[config.mk]
export PLATFORM = sky130hd
export DESIGN_NAME = ovl_unchange_stim_gen
export DESIGN_NICKNAME = d
export VERILOG_FILES = /design/src/rtl/ovl_unchange_stim_gen.sv
export SDC_FILE = /design/constraint.sdc
export NUM_CORES = 1
export LEC_CHECK = 0
export BUFFER_PORTS_ARGS = -buffer_cell sky130_fd_sc_hd__buf_2
export CORE_MARGIN = 5
export CORE_UTILIZATION = 41
export CTS_CLUSTER_SIZE = 10
export DETAILED_ROUTE_END_ITERATION = 12
export PLACE_DENSITY = 0.73
export SKIP_CTS_REPAIR_TIMING = 1
export SYNTH_ARGS = -nofsm -noshare
export SYNTH_HDL_FRONTEND = slang
export SYNTH_SLANG_ARGS = --single-unit
[constraint.sdc]
create_clock -name clk -period 1.79 [get_ports clk]
set_clock_uncertainty 0.15 [all_clocks]
set_input_delay 0.2685 -clock clk [delete_from_list [all_inputs] [get_ports clk]]
set_output_delay 0.2685 -clock clk [all_outputs]
set_load 0.1 [all_outputs]
[src/rtl/ovl_unchange_stim_gen.sv]
// Stimulus/response engine for an ovl_unchange checker: opens one start_event window per
// request, optionally corrupts test_expr for one window cycle, and grades the checker's fire.
module ovl_unchange_stim_gen #(
  parameter int WIDTH     = 4,
  parameter int NUM_CKS   = 2,
  parameter int CHECK_LAT = 2
) (
  input  logic             clk,
  input  logic             reset,
  input  logic             go,
  input  logic [WIDTH-1:0] hold_data,
  input  logic             inject_en,
  input  logic [7:0]       inject_cycle,
  input  logic [WIDTH-1:0] inject_data,
  input  logic             fire_in,
  output logic             enable,
  output logic             start_event,
  output logic [WIDTH-1:0] test_expr,
  output logic             busy,
  output logic             done,
  output logic             pass,
  output logic             fire_seen,
  output logic [7:0]       fire_cycle
);

  localparam int          LAST    = NUM_CKS + CHECK_LAT;
  localparam int          CW      = $clog2(LAST + 2);
  localparam logic [31:0] NCK_U   = 32'(NUM_CKS);
  localparam logic [31:0] LAST_U  = 32'(LAST);

  typedef enum logic [2:0] {
    S_IDLE, S_START, S_WINDOW, S_CHECK, S_DONE
  } state_t;

  state_t           state_q, state_d;
  logic [CW-1:0]    cnt_q, cnt_d;
  logic [31:0]      cnt_w, cnt_dw;

  // Operands captured on the accepted go
  logic [WIDTH-1:0] hold_q, inj_data_q;
  logic             inj_en_q;
  logic [7:0]       inj_cyc_q;
  logic             exp_fire_q;

  logic             accept, sampling, corrupt;
  logic             start_event_d, busy_d, done_d, pass_d, fire_seen_d;
  logic [WIDTH-1:0] test_expr_d;
  logic [7:0]       fire_cycle_d;
  logic             exp_fire_in;

  assign accept   = (state_q == S_IDLE) && go;
  assign sampling = (state_q == S_START) || (state_q == S_WINDOW) || (state_q == S_CHECK);
  assign cnt_w    = 32'(cnt_q);
  assign cnt_dw   = 32'(cnt_d);

  // An out-of-range inject_cycle never lines up with a window count, so no corruption
  assign exp_fire_in = inject_en && (inject_cycle != 8'd0) && (32'(inject_cycle) <= NCK_U)
                       && (inject_data != hold_data);

  always_comb begin
    state_d       = state_q;
    cnt_d         = cnt_q;
    start_event_d = 1'b0;
    done_d        = 1'b0;
    busy_d        = busy;
    pass_d        = pass;
    fire_seen_d   = fire_seen;
    fire_cycle_d  = fire_cycle;
    test_expr_d   = test_expr;
    corrupt       = 1'b0;

    if (sampling && fire_in && !fire_seen) begin
      fire_seen_d  = 1'b1;
      fire_cycle_d = (cnt_w > 32'd255) ? 8'hff : cnt_w[7:0];
    end

    unique case (state_q)
      S_IDLE: begin
        if (go) begin
          state_d       = S_START;
          cnt_d         = '0;
          busy_d        = 1'b1;
          pass_d        = 1'b0;
          fire_seen_d   = 1'b0;
          fire_cycle_d  = 8'd0;
          start_event_d = 1'b1;
          test_expr_d   = hold_data;
        end
      end
      S_START: begin
        state_d = S_WINDOW;
        cnt_d   = CW'(1);
      end
      S_WINDOW: begin
        cnt_d = cnt_q + 1'b1;
        if (cnt_w == NCK_U)
          state_d = (CHECK_LAT == 0) ? S_DONE : S_CHECK;
      end
      S_CHECK: begin
        cnt_d = cnt_q + 1'b1;
        if (cnt_w == LAST_U)
          state_d = S_DONE;
      end
      S_DONE: begin
        state_d = S_IDLE;
      end
      default: begin
        state_d = S_IDLE;
      end
    endcase

    // Drive the registered outputs for the state being entered
    if (state_d == S_WINDOW) begin
      corrupt     = inj_en_q && (32'(inj_cyc_q) == cnt_dw);
      test_expr_d = corrupt ? inj_data_q : hold_q;
    end else if (state_d == S_CHECK) begin
      test_expr_d = hold_q;
    end else if (state_d == S_DONE) begin
      test_expr_d = hold_q;
      done_d      = 1'b1;
      busy_d      = 1'b0;
      pass_d      = (fire_seen_d == exp_fire_q);
    end
  end

  always_ff @(posedge clk) begin
    if (reset) begin
      state_q     <= S_IDLE;
      cnt_q       <= '0;
      hold_q      <= '0;
      inj_data_q  <= '0;
      inj_en_q    <= 1'b0;
      inj_cyc_q   <= 8'd0;
      exp_fire_q  <= 1'b0;
      enable      <= 1'b0;
      start_event <= 1'b0;
      test_expr   <= '0;
      busy        <= 1'b0;
      done        <= 1'b0;
      pass        <= 1'b0;
      fire_seen   <= 1'b0;
      fire_cycle  <= 8'd0;
    end else begin
      state_q     <= state_d;
      cnt_q       <= cnt_d;
      enable      <= 1'b1;
      start_event <= start_event_d;
      test_expr   <= test_expr_d;
      busy        <= busy_d;
      done        <= done_d;
      pass        <= pass_d;
      fire_seen   <= fire_seen_d;
      fire_cycle  <= fire_cycle_d;
      if (accept) begin
        hold_q     <= hold_data;
        inj_data_q <= inject_data;
        inj_en_q   <= inject_en;
        inj_cyc_q  <= inject_cycle;
        exp_fire_q <= exp_fire_in;
      end
    end
  end

endmodule

# == After elaboration in Yosys (flattened, before gate mapping) ==
# Index checks and enable logic that the tools add are counted.
# totals
output_inout_bits,18
elab_cells,80
mem_bits_ro,0
latchBits,0
ram_bits,0
inputBits,21
regBits,42
n_memories,0
# classes
n_eq_ne,11
n_mul,0
n_div,0
n_shift,0
muxes,32
reduce_logical,18
add_sub_neg,1
bitwise,1
magnitude_cmp,2
# op_table
operator,n
$mux W8,4
$mux W4,6
$mux W1,16
$eq A3 B2 Y1 const B,5
$mux W3,4
$pmux W3 S4,1
$pmux W3 S3,1
$eq A8 B3 Y1,1
$gt A3 B8 Y1 const B,1
$le A8 B2 Y1 const B,1
$reduce_bool A4 Y1,2
$reduce_bool A8 Y1,1
$logic_and A1 B1 Y1,7
$eq A3 B3 Y1 const B,2
$ne A4 B4 Y1,1
$reduce_or A2 Y1,2
$add A3 B1 Y3 const B,1
$eq A3 B1 Y1 const B,1
$logic_not A3 Y1,1
$reduce_or A3 Y1,1
$logic_or A1 B1 Y1,2
$reduce_and A2 Y1,1
$eq A1 B1 Y1,1
$logic_not A1 Y1,1
$not A1 Y1,1

# == Longest topological paths before layout ==
# Gate-level depths: netlist of run 1.
# depth
ltp_word,12
mapped_depth,9
depth_no_buf,8

# == Worst setup path before layout of run 1 ==
# Ideal clock, no wire load.
# synth_path
path_type,register to register
start,register fire_seen
end,register fire_cycle[3]
synth_period_minus_slack_ns,2.040
required_ns,1.522
slack_ns,-0.250
setup_ns,0.118
n_path_buf,1
t_arrival_ns,1.772
path_stages_with_launch,5
path_cell_list,dfxtp_1 or4b_1 clkbuf_1 and3_1 and2_1
# synth_between
elab_chain_len,5
# synth_rtl
item,line_no,rtl
start: declaration,22,"output logic fire_seen,"
start signal: assignment,152,fire_seen <= fire_seen_d;
$logic_not A1 Y1 *,72,if (sampling && fire_in && !fire_seen) begin
$logic_and A1 B1 Y1 *,72,
$mux W8 *,72,
$mux W8,79,if (go) begin
$mux W8 *,77,unique case (state_q)
end signal: assignment,153,fire_cycle <= fire_cycle_d;
end: declaration,23,output logic [7:0] fire_cycle
# Mark *: on every way between the ends. The rest lies on a longest branch, timed or not.
# A chain may end at the register's enable or synchronous reset.

# == Worst setup path in the final report of run 1 ==
# layout_path
start,register state_q[1]
end,register test_expr[2]
# layout_between
elab_chain_len,7
elab_cells_between_ends,22
classes_between,eq/ne: 7; mux: 9; reduce/logical: 6
# layout_rtl
item,line_no,rtl
start: declaration,35,"state_t state_q, state_d;"
start signal: assignment,144,state_q <= state_d;
$eq A3 B2 Y1,77,
$reduce_or A2 Y1 (no line),-,
$pmux W3 S3,77,
$eq A8 B3 Y1,114,corrupt = inj_en_q && (32'(inj_cyc_q) == cnt_dw);
$logic_and A1 B1 Y1,114,
$mux W4,115,test_expr_d = corrupt ? inj_data_q : hold_q;
$mux W4,113,if (state_d == S_WINDOW) begin
end signal: assignment,148,test_expr <= test_expr_d;
end: declaration,18,"output logic [WIDTH-1:0] test_expr,"
# Several ways; a longest one is shown, not always the timed one.

==> qor.txt, run 1 <==
CORE AREA = 4414 um^2
clk_lat worst skew = 300 ps
largest net degree at the start of global routing = 30
I/O Pins = 39
buffers added on ports = 38
Die ar. = 6048 um^2
Mapped Nets = 242
FF+latch count, synth = 42
element type at the critical path end = register
Critical Path RT = 1860 ps
Pre-antenna DRT Iters = 4
Synth Area in Compound Gates = 15.68%
final slew viol count = 0
Die W = 77.77 um
Mapped Cells = 218
max frequency = 528.2 MHz
post-synthesis sequential area ratio = 44.65%
ANT cells = 0
GP Congestion = 0.8147
vias in the first global route = 1528
synth unique cells = 40
Worst Tran Pin Value = 492.1 ps
hpwl dp = 3.233 mm
min cycle time layout = 1893 ps
first-pass GRT wire length = 7.286 mm
crit path buf inv count = 0
initial antenna violation count = 0
Simple-Gate Fraction of Synth Area = 26.18%
violated checks = negative setup slack
GRT Overall Usage = 14.80%
Starting Density = 42.66%
CTS buffer count = 5
Syn Area/Cell = 8.638 um^2
CP max stage cell = or4b_4
H-tree levels = 2
Synth Area in Adders = 1.993%
main flop type after synthesis = dfxtp_1
Peak VDD IR = 0.4211 mV
area delta synth->final = 26.84%
TritonCTS clock tree = yes
Syn. warnings = 0
root buf cell = clkbuf_8
Critical Path AT = 1960 ps
Pwr per Cell Area = 944.5 nW/um^2
Max Cap Viol = 0
antenna-violating nets left = 0
fillers = 427
placed cell area = 2261 um^2
Longest Clk Path Bufs = 2
share of layout cells above drive strength 1 = 31.14%
Worst slew margin = 67.42%
initial DRC count = 120
worst setup margin = -103.3 ps
critical-path cell list = or4b_4 -> nand4_4 -> xor2_2 -> nor4_4 -> nand3_2 -> o211ai_1
final instance area = 2389 um^2
status = finished with violations
fin util = 54.11%
RSZ-0062 raised after global routing = yes
Largest stage delay, worst path = 550 ps
WL final = 4.374 mm
post-detailed-route wirelength per cell = 13.46 um
clock-pin slew on the worst setup and hold paths = 80 ps
final hold vios = 0
Post-route DRC = 0
minimum hold slack = 59.41 ps
fin crit share = 105.8%
Post-Syn Area = 1883 um^2
asr flop ratio synth = 0%
CTS Sinks = 42
Vias = 1682
cell family with most CP delay = simple AND/OR/NAND/NOR gates
Setup Crit Path Kind = reg2reg
# rows = 24
P_leak = 1.025 nW
min-delay worst type = in2reg
die span in y = 77.77 um
Overflow after GRT = 0
largest family of logic cells by synthesized area = simple AND/OR/NAND/NOR gates
EDFF count, synth = 0
peak fanout along the critical path = 5
Layout Nets = 296
xor/xnor share of the synthesized area = 4.983%
mux share of post-synthesis cell area = 2.658%
Final Setup Violations = 4
routed vias/inst = 5.175
Critical Path Start Type = register
sequential cells by signal, indices dropped and copies added, names as in the netlist:
| register | flops |
|---|---|
| busy | 1 |
| exp_fire_q | 1 |
| inj_cyc_q | 8 |
| cnt_q | 3 |
| hold_q | 4 |
| inj_data_q | 4 |
| enable | 1 |
| pass | 1 |
| start_event | 1 |
| fire_seen | 1 |
| test_expr | 4 |
| fire_cycle | 8 |
| done | 1 |
| state_q | 3 |
| inj_en_q | 1 |
per-layer routing:
| metal | global-route usage, % | part of all wire, % | vias up |
|---|---|---|---|
| met4 | 4.639 | 1.4 | 0 |
| met1 | 19.42 | 45 | 768 |
| met3 | 4.514 | 6.7 | 4 |
| met5 | 0 | 0 | - |
| li1 | - | - | 863 |
| met2 | 23.21 | 47 | 47 |
cells in the mapped netlist (2+ instances only):
master    number  area share, %
a21oi_1       25            6.6
nand4_1        2           0.66
or4b_1         3            1.6
clkbuf_1       8            1.6
xor2_2         2            1.7
xnor2_1        4            1.9
xor2_1         3            1.4
nor3_1         5            1.3
nand3_1       10            2.7
nand3b_1       2           0.80
dfxtp_1       42             45
and2_1         8            2.7
nor2b_1        2           0.66
nor2_1         9            1.8
nand2b_1       2           0.66
inv_1          4           0.80
buf_1          2           0.40
o211ai_1       7            2.8
and3_1         2           0.66
a31o_1         4            1.9
nand2_1       40            8.0
o21ai_0        8            2.1
ha_1           3            2.0
mux2i_1        5            2.7
cell type report:
type | instances | area [um^2] | area share (%)
repair buffers | 59 | 351.6 | 14.72
multi-input cells | 159 | 994.7 | 41.64
clock inverters | 3 | 40.04 | 1.676
well taps | 52 | 65.06 | 2.724
flip-flops and latches | 42 | 849.6 | 35.57
inverters | 5 | 18.77 | 0.7858
clock buffers | 5 | 68.82 | 2.881
worst min-delay path, delay by kind of cell:
kind / cells / cell delay [ps]
buf+inv: 1 / 100
simple gates: 1 / 50
compound gates: 1 / 50
through the flow:
stage | std cells | setup WS (ps) | power, mW | setup TNS [ps]
after floorplan | 218 | -9.272 | 1.382 | -28.36
after global placement | 317 | -123.9 | 1.524 | -489.1
after detailed placement | 317 | -146.1 | 1.532 | -586.2
after CTS | 325 | -120.8 | 2.275 | -476.1
after global routing | 325 | -222.1 | 2.362 | -768.4
final | 325 | -103.3 | 2.256 | -358.1
power by group:
part | total (mW) | internal (mW) | switching [mW]
clock network | 0.742 | 0.411 | 0.332
logic | 0.495 | 0.160 | 0.334
registers | 1.02 | 0.988 | 0.0312
total | 2.26 | 1.56 | 0.697
worst paths after layout:
kind	startpoint	end	slack [ps]	cells after the start
worst max-delay path	state_q[1]	test_expr[2]	-100	6
worst min register to register	fire_cycle[5]	fire_cycle[5]	300	1
worst max register to register	state_q[1]	test_expr[2]	-100	6
worst min-delay path	inject_cycle[5]	inj_cyc_q[5]	60	3
cells by family (layout without fill, tap and decap cells):
logic type	count (synthesis)	count (layout)
flops	42	42
simple gates	93	93
fa+ha+maj	3	3
xor+xnor	9	9
buf+inv	17	72
compound gates	49	49
mux	5	5
cell usage in the layout, fill, tap and decap left out, types with 2 or more instances in the layout:
| cell | count |
|---|---|
| nand3_1 | 10 |
| xor2_1 | 3 |
| o21ai_0 | 8 |
| ha_1 | 3 |
| nor3_1 | 4 |
| nand2b_1 | 2 |
| inv_1 | 4 |
| clkbuf_8 | 5 |
| o211ai_1 | 7 |
| clkinv_2 | 2 |
| or4b_1 | 2 |
| xor2_2 | 2 |
| and3_1 | 2 |
| nor2b_1 | 2 |
| buf_2 | 38 |
| a21oi_1 | 24 |
| nand2_1 | 40 |
| nand3b_1 | 2 |
| nor2_1 | 9 |
| xnor2_1 | 4 |
| a31o_1 | 4 |
| mux2i_1 | 5 |
| buf_4 | 20 |
| nand4_1 | 2 |
| and2_1 | 8 |
| dfxtp_1 | 37 |
| dfxtp_2 | 4 |
No activity file was read; power rests on OpenSTA's default activity.
==> run 2: changes to the inputs <==
--- a/config.mk
+++ b/config.mk
@@ -7,11 +7,12 @@
 export LEC_CHECK = 0
 export BUFFER_PORTS_ARGS = -buffer_cell sky130_fd_sc_hd__buf_2
 export CORE_MARGIN = 5
-export CORE_UTILIZATION = 41
+export CORE_UTILIZATION = 48
 export CTS_CLUSTER_SIZE = 10
 export DETAILED_ROUTE_END_ITERATION = 12
-export PLACE_DENSITY = 0.73
+export PLACE_DENSITY = 0.82
 export SKIP_CTS_REPAIR_TIMING = 1
+export SLEW_MARGIN = 20
 export SYNTH_ARGS = -nofsm -noshare
 export SYNTH_HDL_FRONTEND = slang
 export SYNTH_SLANG_ARGS = --single-unit
==> qor.txt, run 2 (synthesis gave the netlist of run 1 again) <==
root buf cell = clkbuf_8
reg2reg setup slack = -120 ps (about the same)
post-detailed-route wirelength per cell = 14.10 um (+4.8%)
Setup Crit Path Kind = reg2reg
final instance area = 2422 um^2 (+1.4%)
Worst slew margin = 67.44% (about the same)
Hold EP = inj_data_q[1]
worst reg2reg path startpoint = cnt_q[0]
CTS buffer count = 5 (unchanged)
area delta synth->final = 28.64%
GP Congestion = 0.9354 (+15%)
die span in y = 72.64 um (-6.6%)
hold_sp = inject_data[1]
I/O Pins = 39 (unchanged)
Overflow after GRT = 0 (unchanged)
commonest non-fill, non-tap cell in the layout = nand2_1
placed cell area = 2253 um^2 (-0.33%)
Die W = 72.64 um (-6.6%)
# rows = 22 (-8.3%)
Vias = 1761 (+4.7%)
TritonCTS clock tree = yes
Largest regs = fire_cycle x8, inj_cyc_q x8
FF-to-FF path depth = 9 (+3)
min-delay worst type = in2reg
fin crit share = 106.5% (+0.69 points)
final slew viol count = 0 (unchanged)
clock-pin slew on the worst setup and hold paths = 70 ps (about the same)
element type at the critical path end = register
first-pass GRT wire length = 7.555 mm (+3.7%)
GRT Overall Usage = 18.62% (+3.8 points)
minimum hold slack = 74.93 ps (+15.52 ps)
hold path depth = 3 (unchanged)
buffers added on ports = 38 (unchanged)
Post-route DRC = 0 (unchanged)
routed vias/inst = 5.452 (+5.3%)
share of layout cells above drive strength 1 = 32.36% (+1.2 points)
H-tree levels = 2 (unchanged)
WL final = 4.554 mm (+4.1%)
Die ar. = 5276 um^2 (-13%)
largest net degree at the start of global routing = 30 (unchanged)
hpwl dp = 3.214 mm (-0.57%)
ANT cells = 0 (unchanged)
Starting Density = 50.30% (+7.6 points)
fin util = 64.71% (+11 points)
CORE AREA = 3744 um^2 (-15%)
worst setup margin = -115.6 ps (-12.32 ps)
Pre-antenna DRT Iters = 4 (unchanged)
Pwr per Cell Area = 890.2 nW/um^2 (-5.7%)
CTS Sinks = 42 (unchanged)
Peak VDD IR = 0.4844 mV (+15%)
fillers = 322 (-25%)
max frequency = 524.8 MHz (-0.65%)
footprint of the multi-input gates = 1021 um^2 (+2.6%)
Critical Path RT = 1820 ps (-40 ps)
initial antenna violation count = 0 (unchanged)
worst r2r dst = test_expr[1]
peak fanout along the critical path = 4 (-1)
P_leak = 1.028 nW (+0.31%)
initial DRC count = 130 (+8.3%)
vias in the first global route = 1672 (+9.4%)
clk_lat worst skew = 290 ps (about the same)
most frequent cells in the layout = nand2_1 (40), dfxtp_1 (38), buf_2 (38), a21oi_1 (24), buf_4 (20)
Longest Clk Path Bufs = 2 (unchanged)
Final Setup Violations = 4 (unchanged)
Tot Pwr = 2.156 mW (-4.4%)
RSZ-0062 raised after global routing = yes
min cycle time layout = 1906 ps (+12.32 ps)
Layout Nets = 298 (+0.68%)
Max Cap Viol = 0 (unchanged)
status = finished with violations
Critical Path Start Type = register
Worst Tran Pin Value = 491.7 ps (-0.4268 ps)
antenna-violating nets left = 0 (unchanged)
sequential cell area = 848.3 um^2 (-0.15%)
final hold vios = 0 (unchanged)
violated checks = negative setup slack
Critical Path AT = 1930 ps (-30 ps)
run 2: report_power, final:
| part | switching [mW] | total (mW) | internal (mW) |
|---|---|---|---|
| clock | 0.302 | 0.613 | 0.311 |
| sequential | 0.0329 | 1.02 | 0.988 |
| combinational | 0.345 | 0.523 | 0.177 |
| total | 0.680 | 2.16 | 1.48 |
run 2: metal layers:
metal,vias up,track usage [%],share of wire [%]
met2,77,30.36,47
met4,0,8.197,2.8
li1,863,-,-
met5,-,0,0
met3,12,6.198,8.5
met1,809,22.21,42
run 2: cell type report:
cell class | instances | area share (%)
inverters | 5 | 0.7748
repair buffers | 61 | 15.81
multi-input cells | 159 | 42.15
flip-flops and latches | 42 | 35.02
clock inverters | 1 | 0.2066
clock buffers | 7 | 3.564
well taps | 48 | 2.479
run 2: stage by stage:
stage | instances | TNS, ps | setup slack (ps)
finish | 323 | -406.6 | -115.6
global route | 323 | -1197 | -236.4
global placement | 311 | -443.0 | -118.8
detailed placement | 311 | -579.6 | -154.9
CTS | 319 | -621.3 | -234.1
floorplan | 218 | -28.36 | -9.272
run 2: how the worst max path moves through the flow:
stage | startpoint | to | cells after the start
finish | cnt_q[0] | test_expr[1] | 9
global route | cnt_q[0] | test_expr[3] | 9
CTS | cnt_q[0] | test_expr[1] | 9
detailed placement | go | test_expr[2] | 7
global placement | go | test_expr[2] | 7
floorplan | state_q[0] | test_expr[2] | 6
run 2: critical path, cell delays in order, from the launching register on:
cell	delay, ps
dfxtp_2	360
inv_2	60
ha_2	180
nor2b_4	130
o21ai_2	170
buf_6	160
mux2i_2	250
o21ai_1	120
o211ai_1	110
o211ai_1	110
==> run 3: changes to the inputs <==
--- a/config.mk
+++ b/config.mk
@@ -5,12 +5,11 @@
 export SDC_FILE = /design/constraint.sdc
 export NUM_CORES = 1
 export LEC_CHECK = 0
-export BUFFER_PORTS_ARGS = -buffer_cell sky130_fd_sc_hd__buf_2
-export CORE_MARGIN = 5
-export CORE_UTILIZATION = 48
+export CORE_UTILIZATION = 50
 export CTS_CLUSTER_SIZE = 10
 export DETAILED_ROUTE_END_ITERATION = 12
-export PLACE_DENSITY = 0.82
+export DONT_BUFFER_PORTS = 1
+export PLACE_DENSITY = 0.76
 export SKIP_CTS_REPAIR_TIMING = 1
 export SLEW_MARGIN = 20
 export SYNTH_ARGS = -nofsm -noshare
==> qor.txt, run 3 (synthesis gave the netlist of run 1 again) <==
Final Setup Violations = 4 (unchanged)
Worst Tran Pin Value = 1086 ps (+594.8 ps)
buffers added on ports = 0 (-100%)
Post-route DRC = 0 (unchanged)
min cycle time layout = 1971 ps (+65.74 ps)
post-detailed-route wirelength per cell = 14.28 um (+1.3%)
reg2reg setup slack = -180 ps (-70 ps)
share of layout cells above drive strength 1 = 24.63% (-7.7 points)
hpwl dp = 2.994 mm (-6.9%)
Pre-antenna DRT Iters = 4 (unchanged)
worst setup margin = -181.4 ps (-65.74 ps)
RSZ-0062 raised after global routing = yes
vias in the first global route = 1535 (-8.2%)
element type at the critical path end = register
Max Used Layer = met4
area delta synth->final = 31.36%
clk_lat worst skew = 300 ps (about the same)
CP max stage cell = or4b_4
violated checks = negative setup slack
routed wire length on met2 = 2.190 mm (+2.4%)
largest net degree at the start of global routing = 31 (+3.3%)
Die ar. = 4016 um^2 (-24%)
ANT cells = 0 (unchanged)
Starting Density = 54.29% (+4.0 points)
initial DRC count = 55 (-58%)
most frequent cells in the layout = nand2_1 (40), buf_4 (36), dfxtp_1 (35), a21oi_1 (24), dlygate4sd3_1 (18)
Critical Path RT = 1860 ps (+40 ps)
critical-path cell list = or4b_4 -> nand4_4 -> xor2_2 -> nor4_4 -> nand3_2 -> o211ai_1
first-pass GRT wire length = 6.831 mm (-9.6%)
GP Congestion = 0.8870 (-5.2%)
routed vias/inst = 5.318 (-2.4%)
CTS Sinks = 42 (unchanged)
Peak VDD IR = 0.5995 mV (+24%)
Max Cap Viol = 0 (unchanged)
Pwr per Cell Area = 874.9 nW/um^2 (-1.7%)
Critical Path AT = 2040 ps (+110 ps)
initial antenna violation count = 0 (unchanged)
fin crit share = 110.1% (+3.7 points)
I/O Pins = 39 (unchanged)
CORE AREA = 3468 um^2 (-7.4%)
TritonCTS clock tree = yes
Overflow after GRT = 0 (unchanged)
clock-pin slew on the worst setup and hold paths = 80 ps (about the same)
Tot Pwr = 2.164 mW (+0.36%)
peak fanout along the critical path = 5 (+1)
WL final = 4.484 mm (-1.5%)
Vias = 1670 (-5.2%)
Die W = 63.37 um (-13%)
root buf cell = clkbuf_8
Largest stage delay, worst path = 520 ps (+160 ps)
Layout Nets = 291 (-2.3%)
CTS buffer count = 5 (unchanged)
Worst slew margin = 27.33% (-40 points)
final hold vios = 0 (unchanged)
antenna-violating nets left = 0 (unchanged)
met1 wire length = 1.960 mm (+3.3%)
min-delay worst type = in2reg
Largest regs = fire_cycle x8, inj_cyc_q x8
max frequency = 507.3 MHz (-3.3%)
cell family with most CP delay = simple AND/OR/NAND/NOR gates
GRT Overall Usage = 22.30% (+3.7 points)
commonest non-fill, non-tap cell in the layout = nand2_1
minimum hold slack = 19.59 ps (-55.34 ps)
crit path buf inv count = 0 (-2)
# rows = 21 (-4.5%)
WL met3 = 208 um (-46%)
final slew viol count = 0 (unchanged)
Critical Path Start Type = register
P_leak = 1.005 nW (-2.3%)
H-tree levels = 2 (unchanged)
Longest Clk Path Bufs = 2 (unchanged)
status = finished with violations
die span in y = 63.37 um (-13%)
Setup Crit Path Kind = reg2reg
[run 3: changes by cell type in the layout (fill, tap and decap cells not counted), sizes merged]
cell | previous run | this run
clkbuf | 7 | 6
dlygate4sd3 | 0 | 18
buf | 61 | 36
inv | 4 | 5
[run 3: metrics by stage]
stage	TNS [ps]	setup WS [ps]	utilization (%)	area (um^2)	instances
after floorplan	-28.36	-9.272	-	1907	218
after global placement	-274.0	-75.97	62.73	2176	288
after detailed placement	-503.6	-143.8	62.73	2176	288
after CTS	-584.1	-163.7	65.44	2270	296
after global routing	-986.8	-253.8	71.32	2474	314
final	-673.2	-181.4	71.32	2474	314
[run 3: path summary, 6_finish.rpt]
kind / start / to / depth (start not counted)
worst max register to register: state_q[0] / test_expr[3] / 6
worst min register to register: fire_cycle[5] / fire_cycle[5] / 1
worst max-delay path: state_q[0] / test_expr[3] / 6
worst min-delay path: reset / enable / 1
[run 3: final cells by class]
class,count,area (um^2)
clock buffers,6,82.58
clock inverters,2,11.26
fillers,277,994.7
inverters,5,18.77
multi-input cells,159,1001
flip-flops and latches,42,852.1
well taps,46,57.56
repair buffers,54,450.4
[run 3: per-layer routing]
metal	global-route usage [%]	vias to the layer above
met3	5.435	11
met4	12.22	0
li1	-	853
met5	0	-
met2	38.30	48
met1	25.06	758
[run 3: power by group]
| part | switching, mW | internal (mW) |
|---|---|---|
| registers | 0.0355 | 0.988 |
| clock network | 0.330 | 0.311 |
| logic | 0.322 | 0.178 |
